### src/rtl/gray_ptr_decoder.sv
// gray_ptr_decoder
//
// Brings a reflected-binary gray pointer from another clock domain into the
// clk domain, decodes it to binary and watches how far the pointer moves on
// each sample. An advance larger than MAX_STEP usually means the source
// pointer was sampled mid-transition or the producer misbehaved. Such an
// advance raises a one-cycle step_err pulse, a sticky error flag and
// (optionally) a saturating error counter.
//
// Parameters:
//   W            gray/binary pointer width (2..16)
//   SYNC_STAGES  synchronizer flops on gray_in (0..4, 0 = already in clk domain)
//   MAX_STEP     largest legal forward advance per sample (1..2^W-1)
//
// Ports:
//   clk         sole clock, rising edge
//   reset       asynchronous active-high reset
//   gray_in     gray pointer from the foreign domain
//   err_clr     synchronous clear of err_sticky and err_cnt
//   bin_out     registered binary decode of the synchronized pointer
//   bin_valid   bin_out holds a decoded sample
//   delta       registered forward distance (bin_out - previous bin_out) mod 2^W
//   step_err    one-cycle pulse aligned with the sample whose delta > MAX_STEP
//   err_sticky  set by step_err, held until err_clr or reset
//   err_cnt     saturating count of step_err pulses
//
// Configuration macro:
//   GRAYDEC_ERRCNT_EN  when defined, err_cnt is a real saturating counter;
//                      when undefined, err_cnt is tied to 0 and has no flops.

module gray_ptr_decoder #(
  parameter int W           = 5,
  parameter int SYNC_STAGES = 2,
  parameter int MAX_STEP    = 4
) (
  input  logic         clk,
  input  logic         reset,
  input  logic [W-1:0] gray_in,
  input  logic         err_clr,
  output logic [W-1:0] bin_out,
  output logic         bin_valid,
  output logic [W-1:0] delta,
  output logic         step_err,
  output logic         err_sticky,
  output logic [7:0]   err_cnt
);

  localparam logic [W-1:0] MAX_STEP_W = W'(MAX_STEP);

  logic [W-1:0] sync_gray;
  logic         pre_valid;
  logic [W-1:0] bin_dec;
  logic [W-1:0] diff;

  // pre_valid runs alongside the sync chain. It marks the cycle in which
  // sync_gray carries a sample captured after reset, so that bin_valid
  // rises together with the first real decode.
  generate
    if (SYNC_STAGES == 0) begin : g_nosync
      assign sync_gray = gray_in;
      assign pre_valid = 1'b1;
    end else begin : g_sync
      logic [W-1:0]           chain [SYNC_STAGES];
      logic [SYNC_STAGES-1:0] vpipe;

      always_ff @(posedge clk or posedge reset) begin
        if (reset) begin
          for (int i = 0; i < SYNC_STAGES; i++) chain[i] <= '0;
          vpipe <= '0;
        end else begin
          chain[0] <= gray_in;
          vpipe[0] <= 1'b1;
          for (int i = 1; i < SYNC_STAGES; i++) begin
            chain[i] <= chain[i-1];
            vpipe[i] <= vpipe[i-1];
          end
        end
      end

      assign sync_gray = chain[SYNC_STAGES-1];
      assign pre_valid = vpipe[SYNC_STAGES-1];
    end
  endgenerate

  // Binary bit i is the XOR of all gray bits from i upward. This is the same
  // chain as bin[i] = bin[i+1] ^ g[i], written without a self-referencing
  // vector.
  always_comb begin
    bin_dec = '0;
    for (int i = 0; i < W; i++) begin
      bin_dec[i] = ^(sync_gray >> i);
    end
  end

  // Modular subtraction gives the forward distance, so a wrap from 2^W-1 to
  // 0 naturally reads as 1.
  assign diff = bin_dec - bin_out;

  // The decode register and the step check. A distance is only meaningful
  // when the previous bin_out was itself a valid sample. Otherwise this is
  // the first sample after reset, and delta is forced to 0.
  always_ff @(posedge clk or posedge reset) begin
    if (reset) begin
      bin_out   <= '0;
      bin_valid <= 1'b0;
      delta     <= '0;
      step_err  <= 1'b0;
    end else begin
      bin_out   <= bin_dec;
      bin_valid <= pre_valid;
      if (pre_valid && bin_valid) begin
        delta    <= diff;
        step_err <= (diff > MAX_STEP_W);
      end else begin
        delta    <= '0;
        step_err <= 1'b0;
      end
    end
  end

  // The sticky flag follows the registered step_err pulse. A set wins over
  // a clear arriving in the same cycle, so no error is ever lost.
  always_ff @(posedge clk or posedge reset) begin
    if (reset) begin
      err_sticky <= 1'b0;
    end else if (step_err) begin
      err_sticky <= 1'b1;
    end else if (err_clr) begin
      err_sticky <= 1'b0;
    end
  end

`ifdef GRAYDEC_ERRCNT_EN
  // A clear that coincides with an error restarts the count at 1, so that
  // error is still counted.
  always_ff @(posedge clk or posedge reset) begin
    if (reset) begin
      err_cnt <= 8'd0;
    end else if (err_clr) begin
      err_cnt <= step_err ? 8'd1 : 8'd0;
    end else if (step_err && (err_cnt != 8'hFF)) begin
      err_cnt <= err_cnt + 8'd1;
    end
  end
`else
  assign err_cnt = 8'd0;
`endif

endmodule

### config.mk
export PLATFORM = sky130hd
export DESIGN_NAME = gray_ptr_decoder
export DESIGN_NICKNAME = d
export VERILOG_FILES = /design/src/rtl/gray_ptr_decoder.sv
export SDC_FILE = /design/constraint.sdc
export NUM_CORES = 1
export LEC_CHECK = 0
export CAP_MARGIN = 20
export CORE_MARGIN = 10
export CORE_UTILIZATION = 30
export CTS_CLUSTER_DIAMETER = 100
export DETAILED_ROUTE_END_ITERATION = 16
export GPL_ROUTABILITY_DRIVEN = 1
export PLACE_DENSITY = 0.65
export SETUP_SLACK_MARGIN = 0.05
export SYNTH_ARGS = -nofsm -noshare
export SYNTH_HDL_FRONTEND = slang
export SYNTH_SLANG_ARGS = --single-unit
### constraint.sdc
create_clock -name clk -period 2.6 [get_ports clk]
set_clock_uncertainty 0.2 [all_clocks]
set_input_delay 0.52 -clock clk [delete_from_list [all_inputs] [get_ports clk]]
set_output_delay 0.52 -clock clk [all_outputs]
set_load 0.1 [all_outputs]
==> results by group, run 1 <==
Placed design
  • Routability Congestion: 0.733
  • Port bufs: 20
  • Placed instance area: 1220 µm²
  • Placed insts: 140
  • Detailed Place HPWL: 1260 µm
  • Worst slack at placement: -77.0 ps

Logic synthesis
  • Area leader, netlist: dfrtp_1
  • Synth unique cells: 21
  • Synth top cells by count: 25 x dfrtp_1, 8 x buf_4, 7 x inv_1
  • Seq cells post-synth: 25
  • Sequential share of the synthesized area: 63.5%
  • Synth Warn #: 0
  • Post-synth EDFFs: 0
  • Synthesized area: 985 µm²
  • Syn avg cell area: 13.7 µm²
  • Top cells by area, synth: dfrtp_1 64%, buf_4 6.1%, ha_1 5.1%, xor2_2 3.3%, inv_1 2.7%
  • Ys async rst share: 100%
  • Post-synthesis cell count: 72
  • Yosys top cell area share: 63.5%
  • Most frequent cell after synthesis: dfrtp_1
  • Post-synth top flop: dfrtp_1

Power
  • Worst vdd ir: 274 µV
  • Pwr dens: 1000 nW/µm²
  • Leakage power: 0.629 nW

Worst setup path
  • Crit path max-delay cell type: dfrtp_1
  • Worst Path Arrival: 2640 ps
  • Crit path to: step_err
  • Critical path launch point type: register
  • Crit-path max FO: 2
  • CP cell instances: xor2_2, xor2_2, xnor2_2, xor2_1, ha_1, inv_1, fa_2, a21o_1, a21oi_2, xnor2_2, o211ai_1
  • FF-to-FF path depth: 11
  • Crit. Startpoint: sync_gray[4]
  • Max stage delay on crit path: 430 ps
  • WS Path Type: register to register
  • Crit path capture type: register
  • R2R setup slack: -40 ps
  • Worst EP required: 2600 ps
  • Reg2reg start: sync_gray[4]
  • Worst r2r dst: step_err

Layout
  • Number of diodes: 0
  • Synth-to-Final Area Change: 27.1%
  • Layout cells sized above 1: 28.0%
  • Layout Cells excl Fill: 144
  • Nets: 114
  • Fillers: 339
  • Post-layout util: 40.3%
  • Final instance area: 1250 µm²
  • Multi-input gate area: 313 µm²
  • Sequential Area: 626 µm²

Detailed routing
  • Total wire length: 1560 µm
  • DRC: 0
  • Drt first pass iters: 2
  • Via density: 3.98
  • Detail Route Antenna Nets: 0
  • Initial DRC count: 38
  • DR vias: 573
  • Routed len/inst: 10.8 µm

Worst hold path
  • Hold Crit Class: register to register

CTS
  • Buffer levels on the longest clock path: 2
  • Sink Count: 25
  • Setup bufs post-CTS: 0
  • CTS tree: done
  • H-tree depth: 1
  • Root Buffer: clkbuf_4
  • Worst-Skew Late Latency: 320 ps
  • CTS buffer count: 3
  • CTS Hold Bufs: 0
  • Clock slew at reported path FFs: 130 ps

GRT
  • Gr ovfl total: 0
  • GR Util All Layers: 5.66%
  • Largest net degree at the start of global routing: 26
  • Initial antenna violation count: 0
  • Vias in the first global route: 653
  • Global-route wire length before repair: 2810 µm

Run status
  • Failing checks: negative setup slack
  • Status: complete, but fails checks

Die
  • Core Footprint: 3100 µm²
  • Starting Density: 31.7%
  • Row count: 20
  • Total die area: 5970 µm²
  • IO Count: 29
  • Die Wd: 77.3 µm
  • DIE HEIGHT: 77.3 µm

STA
  • PnR worst setup slack: -37.8 ps
  • Unrepaired setup endpoints after global routing: yes
  • Slew Limit Fails: 0
  • Min cycle time layout: 2640 ps
  • Final Cycle Share: 101%
  • # setup viols final: 1
  • Final Hold Viols: 0
  • Fmax: 379 MHz

Run
  • Max-capacitance violation count: 0
-- placed cells by master (no fill, tap or decap), types with 2 or more instances in the layout --
cell type        Yosys  routed
a21o_1               3       3
clkbuf_4             0       3
clkdlybuf4s50_1      0       7
xnor2_1              3       2
ha_1                 4       4
xor2_1               3       3
conb_1               2       9
nor2_1               4       4
dfrtp_1             25      25
inv_1                7       7
xnor2_2              1       2
buf_4                8      18
xor2_2               2       2
-- state kept, by name, summed over array words and instances (netlist names) --
signal,cells
bin_out,5
g_sync.chain,5
bin_valid,1
sync_gray,5
delta,5
g_sync.vpipe,2
err_sticky,1
step_err,1
-- power breakdown --
part / internal (mW) / switching [mW]
Combinational: 0.157 / 0.464
Clock: 0.0600 / 0.111
Sequential: 0.437 / 0.0228
Total: 0.654 / 0.597
-- metal layers --
metal | GRT usage, % | wire length (µm) | part of all wire (%)
met5 | 0 | 0 | 0
met4 | 2.74 | 22 | 1.4
met3 | 2.10 | 89 | 5.7
met2 | 8.95 | 738 | 47
met1 | 6.59 | 709 | 45
-- critical path, delay by kind of cell (launching register included) --
kind                     cells  cell delay [ps]
flip-flops                   1              430
adder cells (fa/ha/maj)      2              500
buffers and inverters        1               60
XOR/XNOR                     5              900
AO/OA/AOI/OAI                3              440
-- logic make-up after synthesis --
group / synth area share (%)
flops: 63.5
buf+inv: 8.77
xor+xnor: 10.3
simple gates: 4.45
compound gates: 5.08
fa+ha+maj: 7.12
other cells: 0.763
-- timing repair --
item,CTS,global route
pin swaps,1,5
resized for setup,0,1
endpoints found under the setup margin,2,2
-- how the worst min path moves through the flow --
stage | cells after the start | from | endpoint
floorplan | 0 | g_sync.vpipe[0] | g_sync.vpipe[1]
global placement | 0 | g_sync.chain[9] | sync_gray[4]
detailed placement | 0 | g_sync.vpipe[0] | g_sync.vpipe[1]
CTS | 0 | g_sync.vpipe[0] | g_sync.vpipe[1]
global route | 0 | g_sync.vpipe[0] | g_sync.vpipe[1]
finish | 0 | g_sync.vpipe[0] | g_sync.vpipe[1]
-- cell type report --
class / count / share of cell area, %
clock buffer: 4 / 2.10
timing repair buffer: 25 / 16.4
tap: 44 / 4.40
multi-input combinational: 39 / 25.0
inverter: 7 / 2.10
sequential: 25 / 50.0
-- stage by stage --
step                      TNS, ps  power (mW)  hold WS, ps
after floorplan                 0       0.970          131
after global routing         -395        1.32          172
after global placement      -17.8        1.08          131
after CTS                    -106        1.27          166
after detailed placement    -77.0        1.09          136
final                       -37.8        1.25          155
No activity file was read; power rests on OpenSTA's default activity.
==> inputs of run 2 (changes only) <==
--- a/config.mk
+++ b/config.mk
@@ -5,14 +5,13 @@
 export SDC_FILE = /design/constraint.sdc
 export NUM_CORES = 1
 export LEC_CHECK = 0
-export CAP_MARGIN = 20
+export CAP_MARGIN = 25
 export CORE_MARGIN = 10
 export CORE_UTILIZATION = 30
 export CTS_CLUSTER_DIAMETER = 100
 export DETAILED_ROUTE_END_ITERATION = 16
 export GPL_ROUTABILITY_DRIVEN = 1
 export PLACE_DENSITY = 0.65
-export SETUP_SLACK_MARGIN = 0.05
 export SYNTH_ARGS = -nofsm -noshare
 export SYNTH_HDL_FRONTEND = slang
 export SYNTH_SLANG_ARGS = --single-unit
==> constraint.sdc (replaced) <==
create_clock -name clk -period 2.25 [get_ports clk]
set_clock_uncertainty 0.2 [all_clocks]
set_input_delay 0.45 -clock clk [delete_from_list [all_inputs] [get_ports clk]]
set_output_delay 0.45 -clock clk [all_outputs]
set_load 0.1 [all_outputs]
==> run 2 against run 1 <==
  * The run still ends with negative setup slack left
  * Clock power increased by 11%
  * Maximum frequency rose by 0.82%
  * Total power grew 18%
  * Non-clock buffer count increased by 5
  * Critical path depth unchanged
  * Combinational power grew 21%
  * Die area is the same
  * Global-route usage up 0.14 points
  * Utilization rose by 1.3 points
  * First-iteration DRC count down 37%
  * Worst hold slack better by 7.5 ps
  * Wire length increased by 2.7%
  * Critical endpoint unchanged
  * Largest cell class unchanged
==> results by group, run 2 (synthesis gave the netlist of run 1 again) <==
Detailed routing
  • Routed len/inst: 10.7 µm (-0.75%)
  • DR vias: 575 (+0.35%)
  • DRC: 0 (unchanged)
  • Drt first pass iters: 2 (unchanged)
  • Via density: 3.86 (-3.0%)
  • Detail Route Antenna Nets: 0 (unchanged)
  • Total wire length: 1600 µm (+2.7%)
  • Initial DRC count: 24 (-37%)

GRT
  • Vias in the first global route: 678 (+3.8%)
  • Largest net degree at the start of global routing: 26 (unchanged)
  • Global-route wire length before repair: 2840 µm (+1.2%)
  • Gr ovfl total: 0 (unchanged)
  • Initial antenna violation count: 0 (unchanged)
  • GR Util All Layers: 5.81% (+0.14 points)

STA
  • # setup viols final: 5 (+4)
  • WHS: 163 ps (+7.51 ps)
  • Final Hold Viols: 0 (unchanged)
  • Min cycle time layout: 2620 ps (-21.6 ps)
  • Slew Limit Fails: 0 (unchanged)
  • Fmax: 382 MHz (+0.82%)
  • Unrepaired setup endpoints after global routing: yes
  • PnR worst setup slack: -366 ps (-328 ps)
  • TNS Setup: -1110 ps (-1070 ps)
  • Final Cycle Share: 116% (+15 points)

Placed design
  • Port bufs: 20 (unchanged)
  • Detailed Place HPWL: 1330 µm (+5.5%)
  • Routability Congestion: 0.784 (+6.9%)
  • Placed insts: 144 (+2.9%)

Layout
  • Synth-to-Final Area Change: 31.1%
  • Commonest cells after routing, fill and taps aside: 23 x dfrtp_1, 23 x buf_4, 9 x conb_1
  • Nets: 119 (+4.4%)
  • Number of diodes: 0 (unchanged)
  • Layout Cells excl Fill: 149 (+3.5%)
  • Post-layout util: 41.6% (+1.3 points)
  • Layout cells sized above 1: 33.3% (+5.3 points)
  • Fillers: 338 (-0.29%)

Worst hold path
  • Worst Hold Endpoint: g_sync.vpipe[1]
  • Hold path startpoint: g_sync.vpipe[0]
  • Hold path cells: 0 (unchanged)
  • Hold Crit Class: register to register

Worst setup path
  • Worst EP required: 2240 ps (-360 ps)
  • Reg2reg start: sync_gray[4]
  • Critical path launch point type: register
  • WS Path Type: register to register
  • Crit-path max FO: 2 (unchanged)
  • FF-to-FF path depth: 11 (unchanged)
  • Worst Path Arrival: 2610 ps (-30 ps)
  • Crit. Startpoint: sync_gray[4]
  • Worst r2r dst: step_err
  • R2R setup slack: -370 ps (-330 ps)
  • Crit path capture type: register

CTS
  • Root Buffer: clkbuf_4
  • Sink Count: 25 (unchanged)
  • CTS Hold Bufs: 0 (unchanged)
  • Buffer levels on the longest clock path: 2 (unchanged)
  • CTS tree: done
  • Worst-Skew Late Latency: 300 ps (-20 ps)
  • CTS buffer count: 3 (unchanged)
  • Clock slew at reported path FFs: 120 ps (about the same)
  • H-tree depth: 1 (unchanged)

Die
  • Total die area: 5970 µm² (unchanged)
  • Row count: 20 (unchanged)
  • Die Wd: 77.3 µm (unchanged)
  • Starting Density: 31.7% (unchanged)
  • IO Count: 29 (unchanged)
  • DIE HEIGHT: 77.3 µm (unchanged)
  • Core Footprint: 3100 µm² (unchanged)

Run status
  • Failing checks: negative setup slack
  • Status: complete, but fails checks

Run
  • Max-capacitance violation count: 0 (unchanged)

Power
  • Pwr dens: 1140 nW/µm² (+14%)
  • Leakage power: 0.651 nW (+3.6%)
  • Final total power: 1.47 mW (+18%)
  • Worst vdd ir: 307 µV (+12%)
==> run 2: cell types whose count changed in the layout (fill, tap and decap cells not counted) <==
cell / change
buf_4: +5
dfrtp_2: +2
dfrtp_1: -2
==> run 2: stage by stage <==
step	worst slack, ps	area, µm²
CTS	-390	1280
finish	-366	1290
floorplan	-332	1020
global placement	-327	1250
global route	-518	1290
detailed placement	-378	1250
==> run 2: critical path: stages (launching register included) <==
cell,delay [ps]
dfrtp_1,430
xor2_2,230
xor2_2,210
xnor2_2,150
xor2_1,170
ha_1,160
inv_1,60
fa_2,350
a21o_1,170
a21oi_2,150
xnor2_2,130
o211ai_1,100
==> run 2: repair_timing <==
item,4_1_cts,5_1_grt
pin swaps,1,5
setup endpoints to repair,5,5
buffers inserted,1,0
gates resized for setup,0,1
cloned,0,0
==> run 2: how the worst max path moves through the flow <==
stage | to | slack, ps | cells past startpoint
2_1_floorplan | step_err | -330 | 11
3_3_place_gp | step_err | -330 | 11
3_5_place_dp | step_err | -380 | 11
4_1_cts | step_err | -390 | 11
5_1_grt | step_err | -520 | 11
6_report | step_err | -370 | 11
==> run 2: cell type report <==
| type | instances | area (µm²) | share of cell area, % |
|---|---|---|---|
| clock buffers | 4 | 26.3 | 2.03 |
| inverters | 7 | 26.3 | 2.03 |
| multi-input cells | 39 | 313 | 24.2 |
| flip-flops and latches | 25 | 628 | 48.6 |
| well taps | 44 | 55.1 | 4.26 |
| repair buffers | 30 | 243 | 18.8 |
==> run 2: power by group <==
part           switching (mW)  leakage, nW  internal [mW]
registers              0.0274        0.300          0.506
clock network           0.120       0.0150         0.0691
logic                   0.541        0.337          0.209
total                   0.688        0.651          0.784
==> run 2: layer usage <==
metal  wire [µm]  vias up  global-route usage [%]
met5           0        -                       0
met4           7        0                    1.64
met3         126        2                    2.80
met2         813       25                    10.5
met1         654      275                    5.77
li1            -      273                       -
==> variant 1 (flow settings as in run 1) <==
The parameter `W` goes from 5 to 10.
--- a/src/rtl/gray_ptr_decoder.sv
+++ b/src/rtl/gray_ptr_decoder.sv
@@ -29,7 +29,7 @@
 //                      when undefined, err_cnt is tied to 0 and has no flops.
 
 module gray_ptr_decoder #(
-  parameter int W           = 5,
+  parameter int W           = 10,
   parameter int SYNC_STAGES = 2,
   parameter int MAX_STEP    = 4
 ) (
Interface: changed (resized bin_out, delta and gray_in); port bits go from 29 to 44. The function was not compared with the original's and may differ.
==> variant 1 against run 1 <==
The flow still finishes with violations (setup timing); clock power increased by 140%; total power increased to 2.9 times the old value; die area increased by 66%; non-clock buffer count increased by 48; final area increased by 120%; sequential cell count increased by 20; core utilization increased by 5.2 points; area after synthesis increased by 93%; count of clock-buffer cells in the layout increased by 1; worst setup slack got worse by 1.1 ns; wire length increased by 130%.
==> variant 1: results (changes against run 1) <==
GR Layer Usage met2 -> 0.1222 (was 0.08946)
Register clock-pin slew on the reported worst setup and hold paths -> 0.08 ns (was 0.13 ns)
Global-route wire length before repair -> 5.940 mm (was 2.808 mm)
Peak VDD IR -> 0.0007142 V (was 0.0002743 V)
Worst-case reg-to-reg path depth -> 13 (was 11)
Post-route setup slack -> -1.129 ns (was -0.03783 ns)
H-tree depth -> 2 (was 1)
Crit path arrival time -> 3.68 ns (was 2.64 ns)
Layout cell share with drive strength beyond 1 -> 0.4071 (was 0.2800)
Yosys cell types -> 33 (was 21)
Failing checks -> setup timing (unchanged)
Total negative slack -> -8.059 ns (was -0.03783 ns)
Total GRT Usage -> 0.07304 (was 0.05663)
Post-synthesis xor/xnor area fraction -> 0.1135 (was 0.1029)
IO buf count -> 35 (was 20)
P_leak -> 1.364 nW (was 0.6289 nW)
Worst R2R Start -> sync_gray[9] (was sync_gray[4])
CTS buffer count -> 5 (was 3)
Routed via count -> 1238 (was 573)
Slowest CP cell -> xor3_2 (was dfrtp_1)
Wire per inst -> 11.98 um (was 10.83 um)
# fillers -> 594 (was 339)
Root buffer cell -> clkbuf_8 (was clkbuf_4)
Top cells by area, synth -> dfrtp_1 59%, ha_1 5.9%, xor2_1 3.2% (was dfrtp_1 64%, buf_4 6.1%, ha_1 5.1%)
Vias in the first global route -> 1304 (was 653)
Post-Synth Adder-Cell Area -> 0.06992 (was 0.07116)
Fin nets -> 249 (was 114)
Initial drt markers -> 20 (was 38)
Status -> finished, violations left (unchanged)
Worst-Skew Late Latency -> 0.29 ns (was 0.32 ns)
Setup-failing EPs final -> 10 (was 1)
Met3 Use GR -> 0.03529 (was 0.02098)
Top cells by count, synth -> 45 x dfrtp_1, 13 x inv_1, 11 x nor2_1 (was 25 x dfrtp_1, 8 x buf_4, 7 x inv_1)
Post-synthesis sequential area ratio -> 0.5937 (was 0.6353)
DP Wirelength -> 2.705 mm (was 1.261 mm)
Largest net degree at the start of global routing -> 24 (was 26)
Crit Path Max Fanout -> 5 (was 2)
Routability cong. -> 0.7076 (was 0.7333)
==> variant 1: power groups by stage <==
stage	clock network [W]	registers, W	logic, W
final	0.000418	0.000863	0.00236
after global routing	0.000461	0.000878	0.00251
after CTS	0.000437	0.000859	0.00223
after detailed placement	0	0.000873	0.00204
after global placement	0	0.000871	0.00202
after floorplan	0	0.00155	0.000739
==> variant 1: how the worst min path moves through the flow <==
stage / from / to / depth (start not counted)
after floorplan: g_sync.vpipe[0] / g_sync.vpipe[1] / 0
after global placement: g_sync.vpipe[0] / g_sync.vpipe[1] / 0
after detailed placement: g_sync.chain[12] / sync_gray[2] / 0
after CTS: g_sync.chain[13] / sync_gray[3] / 0
after global routing: g_sync.chain[16] / sync_gray[6] / 0
final: g_sync.chain[13] / sync_gray[3] / 0
==> variant 1: cells by family (layout without fill, tap and decap cells) <==
family,Yosys count,after routing
other,2,9
buffers and inverters,22,93
flip-flops,45,45
XOR/XNOR,18,18
adder cells (fa/ha/maj),10,10
AO/OA/AOI/OAI,25,25
AND/OR/NAND/NOR,26,26
==> variant 1: layout make-up <==
| cell class | count | area share |
|---|---|---|
| Multi-Input combinational cell | 88 | 0.2859 |
| Clock inverter | 2 | 0.005928 |
| Clock buffer | 5 | 0.02508 |
| Sequential cell | 45 | 0.4104 |
| Timing Repair Buffer | 73 | 0.2207 |
| Inverter | 13 | 0.01778 |
| Tap cell | 75 | 0.03420 |
==> variant 1: routing by layer <==
metal,share of wire,vias to the layer above
li1,-,619
met4,0.0072,0
met5,0,-
met3,0.078,5
met2,0.51,33
met1,0.40,581
==> variant 1: what timing repair did <==
item	4_1_cts	5_1_grt
setup buffers	6	4
pin swaps	10	3
gates resized for setup	13	6
endpoints found under the setup margin	11	11
==> variant 1: stage by stage <==
step,std cells,total power [W],setup WS [ns],hold slack [ns],instance area (um2)
detailed placement,284,0.002910,-1.204,0.1347,2490
global placement,284,0.002893,-1.144,0.1318,2490
finish,301,0.003639,-1.129,0.1518,2744
CTS,297,0.003531,-1.140,0.1544,2680
floorplan,155,0.002291,-1.037,0.1312,1944
global route,301,0.003854,-1.347,0.1603,2744
==> variant 2 (config.mk and constraints of run 1) <==
Made on the original files. Register the output `err_sticky` once more, with the module's reset; this adds one clock of latency there. The other outputs are not delayed to match.
--- a/src/rtl/gray_ptr_decoder.sv
+++ b/src/rtl/gray_ptr_decoder.sv
@@ -46,6 +46,8 @@
 );
 
   localparam logic [W-1:0] MAX_STEP_W = W'(MAX_STEP);
+
+  logic err_sticky_s0;
 
   logic [W-1:0] sync_gray;
   logic         pre_valid;
@@ -122,11 +124,11 @@
   // a clear arriving in the same cycle, so no error is ever lost.
   always_ff @(posedge clk or posedge reset) begin
     if (reset) begin
-      err_sticky <= 1'b0;
+      err_sticky_s0 <= 1'b0;
     end else if (step_err) begin
-      err_sticky <= 1'b1;
+      err_sticky_s0 <= 1'b1;
     end else if (err_clr) begin
-      err_sticky <= 1'b0;
+      err_sticky_s0 <= 1'b0;
     end
   end
 
@@ -146,5 +148,13 @@
   assign err_cnt = 8'd0;
 `endif
 
+  always_ff @(posedge clk or posedge reset) begin
+    if (reset) begin
+      err_sticky <= '0;
+    end else begin
+      err_sticky <= err_sticky_s0;
+    end
+  end
+
 endmodule
 
Formal check against the unedited RTL: not equivalent (Yosys sat finds a counterexample within 10 cycles, from zero or initial values and one cycle with reset high).
==> variant 2 against run 1 <==
The run still ends with setup timing left; worst hold slack improved by 0.0059 ns; sequential cell count rose by 1; synthesized cell count rose by 1.4%; total power rose by 1.7%; worst setup slack improved by 0.020 ns; core utilization fell by 1.0 points; area after synthesis rose by 2.5%; wire length rose by 4.5%; final area rose by 3.1%; largest power group unchanged; highest routed layer unchanged.
==> variant 2: results (changes against run 1) <==
Top cells by area, synth -> dfrtp_1 64%, buf_4 5.9%, ha_1 5.0% (was dfrtp_1 64%, buf_4 6.1%, ha_1 5.1%)
Nonclk buf count -> 27 (was 25)
# fillers -> 333 (was 339)
Clk_buf instances -> 3 (was 4)
Placed inst area -> 1245 um2 (was 1217 um2)
Crit path arrival time -> 2.61 ns (was 2.64 ns)
Synth Instances -> 73 (was 72)
Non-clk invs -> 7 (unchanged)
Layout cell share with drive strength beyond 1 -> 0.2941 (was 0.2800)
Top cells by count, synth -> 26 x dfrtp_1, 8 x buf_4, 7 x inv_1 (was 25 x dfrtp_1, 8 x buf_4, 7 x inv_1)
Wire per inst -> 11.01 um (was 10.83 um)
Pre-CTS setup slack -> -0.05908 ns (was -0.07698 ns)
Final WL -> 1.629 mm (was 1.559 mm)
Initial drt markers -> 37 (was 38)
Clock buf/inv share -> 0.01746 (was 0.02100)
Total GRT Usage -> 0.05820 (was 0.05663)
Drt first pass iters -> 4 (was 2)
Area grow syn2layout -> 27.76% (was 27.06%)
Crit Path Max Fanout -> 2 (unchanged)
IO buf count -> 20 (unchanged)
Sequential cells -> 26 (was 25)
Failing checks -> setup timing (unchanged)
HP Class -> reg -> reg (unchanged)
Routability cong. -> 0.7447 (was 0.7333)
Register Area -> 650.6 um2 (was 625.6 um2)
Vias in the first global route -> 669 (was 653)
Global-route wire length before repair -> 2.932 mm (was 2.808 mm)
Largest net degree at the start of global routing -> 27 (was 26)
Post-synthesis sequential area ratio -> 0.6444 (was 0.6353)
P_leak -> 0.6492 nW (was 0.6289 nW)
Fin nets -> 117 (was 114)
Post-CTS setup buffer count -> 2 (was 0)
Number of placed instances, taps included -> 143 (was 140)
N_diodes -> 0 (unchanged)
DP Wirelength -> 1.300 mm (was 1.261 mm)
Status -> finished, violations left (unchanged)
Int Pwr -> 0.0006774 W (was 0.0006543 W)
Peak VDD IR -> 0.0003321 V (was 0.0002743 V)
Final non-clock buffer share -> 0.1707 (was 0.1640)
Num rows -> 21 (was 20)
Routed via count -> 567 (was 573)
Multi-input logic area -> 312.8 um2 (unchanged)
Setup-failing EPs final -> 1 (unchanged)
Post-route setup slack -> -0.01803 ns (was -0.03783 ns)
Total negative slack -> -0.01803 ns (was -0.03783 ns)
==> variant 2: cell types whose count changed after synthesis, sizes merged <==
cell and delta:
dfrtp +1
==> variant 2: critical path: stages (launching register included) <==
cell and delay (ns):
dfrtp_1 0.43, xor2_2 0.23, xor2_2 0.21, xnor2_2 0.15, xor2_1 0.16, ha_1 0.16
inv_1 0.06, fa_2 0.35, a21o_1 0.17, a21oi_2 0.15, xnor2_2 0.13, o211ai_1 0.11
==> variant 2: power by group through the flow <==
stage | registers, W | clock network [W] | logic (W)
after detailed placement | 0.000495 | 0 | 0.000622
after global placement | 0.000493 | 0 | 0.000615
after floorplan | 0.000787 | 0 | 0.000208
after CTS | 0.000487 | 0.000173 | 0.000630
after global routing | 0.000496 | 0.000188 | 0.000667
final | 0.000485 | 0.000160 | 0.000629
==> variant 2: final timing paths <==
path | startpoint | to | slack (ns) | depth (start not counted)
setup / recovery | sync_gray[4] | step_err | -0.02 | 11
hold / removal | g_sync.chain[7] | sync_gray[2] | 0.16 | 0
setup reg to reg | sync_gray[4] | step_err | -0.02 | 11
hold reg to reg | g_sync.chain[7] | sync_gray[2] | 0.16 | 0
max in group asynchronous | reset | sync_gray[3] | 1.60 | 3
min in group asynchronous | reset | bin_out[1] | 0.36 | 3
==> variant 2: layer usage <==
metal,track usage,up-vias,wire (um)
met2,0.09701,23,797
li1,-,269,-
met5,0,-,0
met1,0.06348,273,689
met3,0.03075,2,131
met4,0.01613,0,10
==> variant 2: kinds of logic after synthesis <==
family	Yosys count	share of synthesized area
AOI/OAI and AO/OA	7	0.04957
xor gates and xnor gates	9	0.1004
adders and majority gates	5	0.06940
buffers and inverters	15	0.08551
DFF	26	0.6444
other	2	0.007438
and+or+nand+nor	9	0.04338
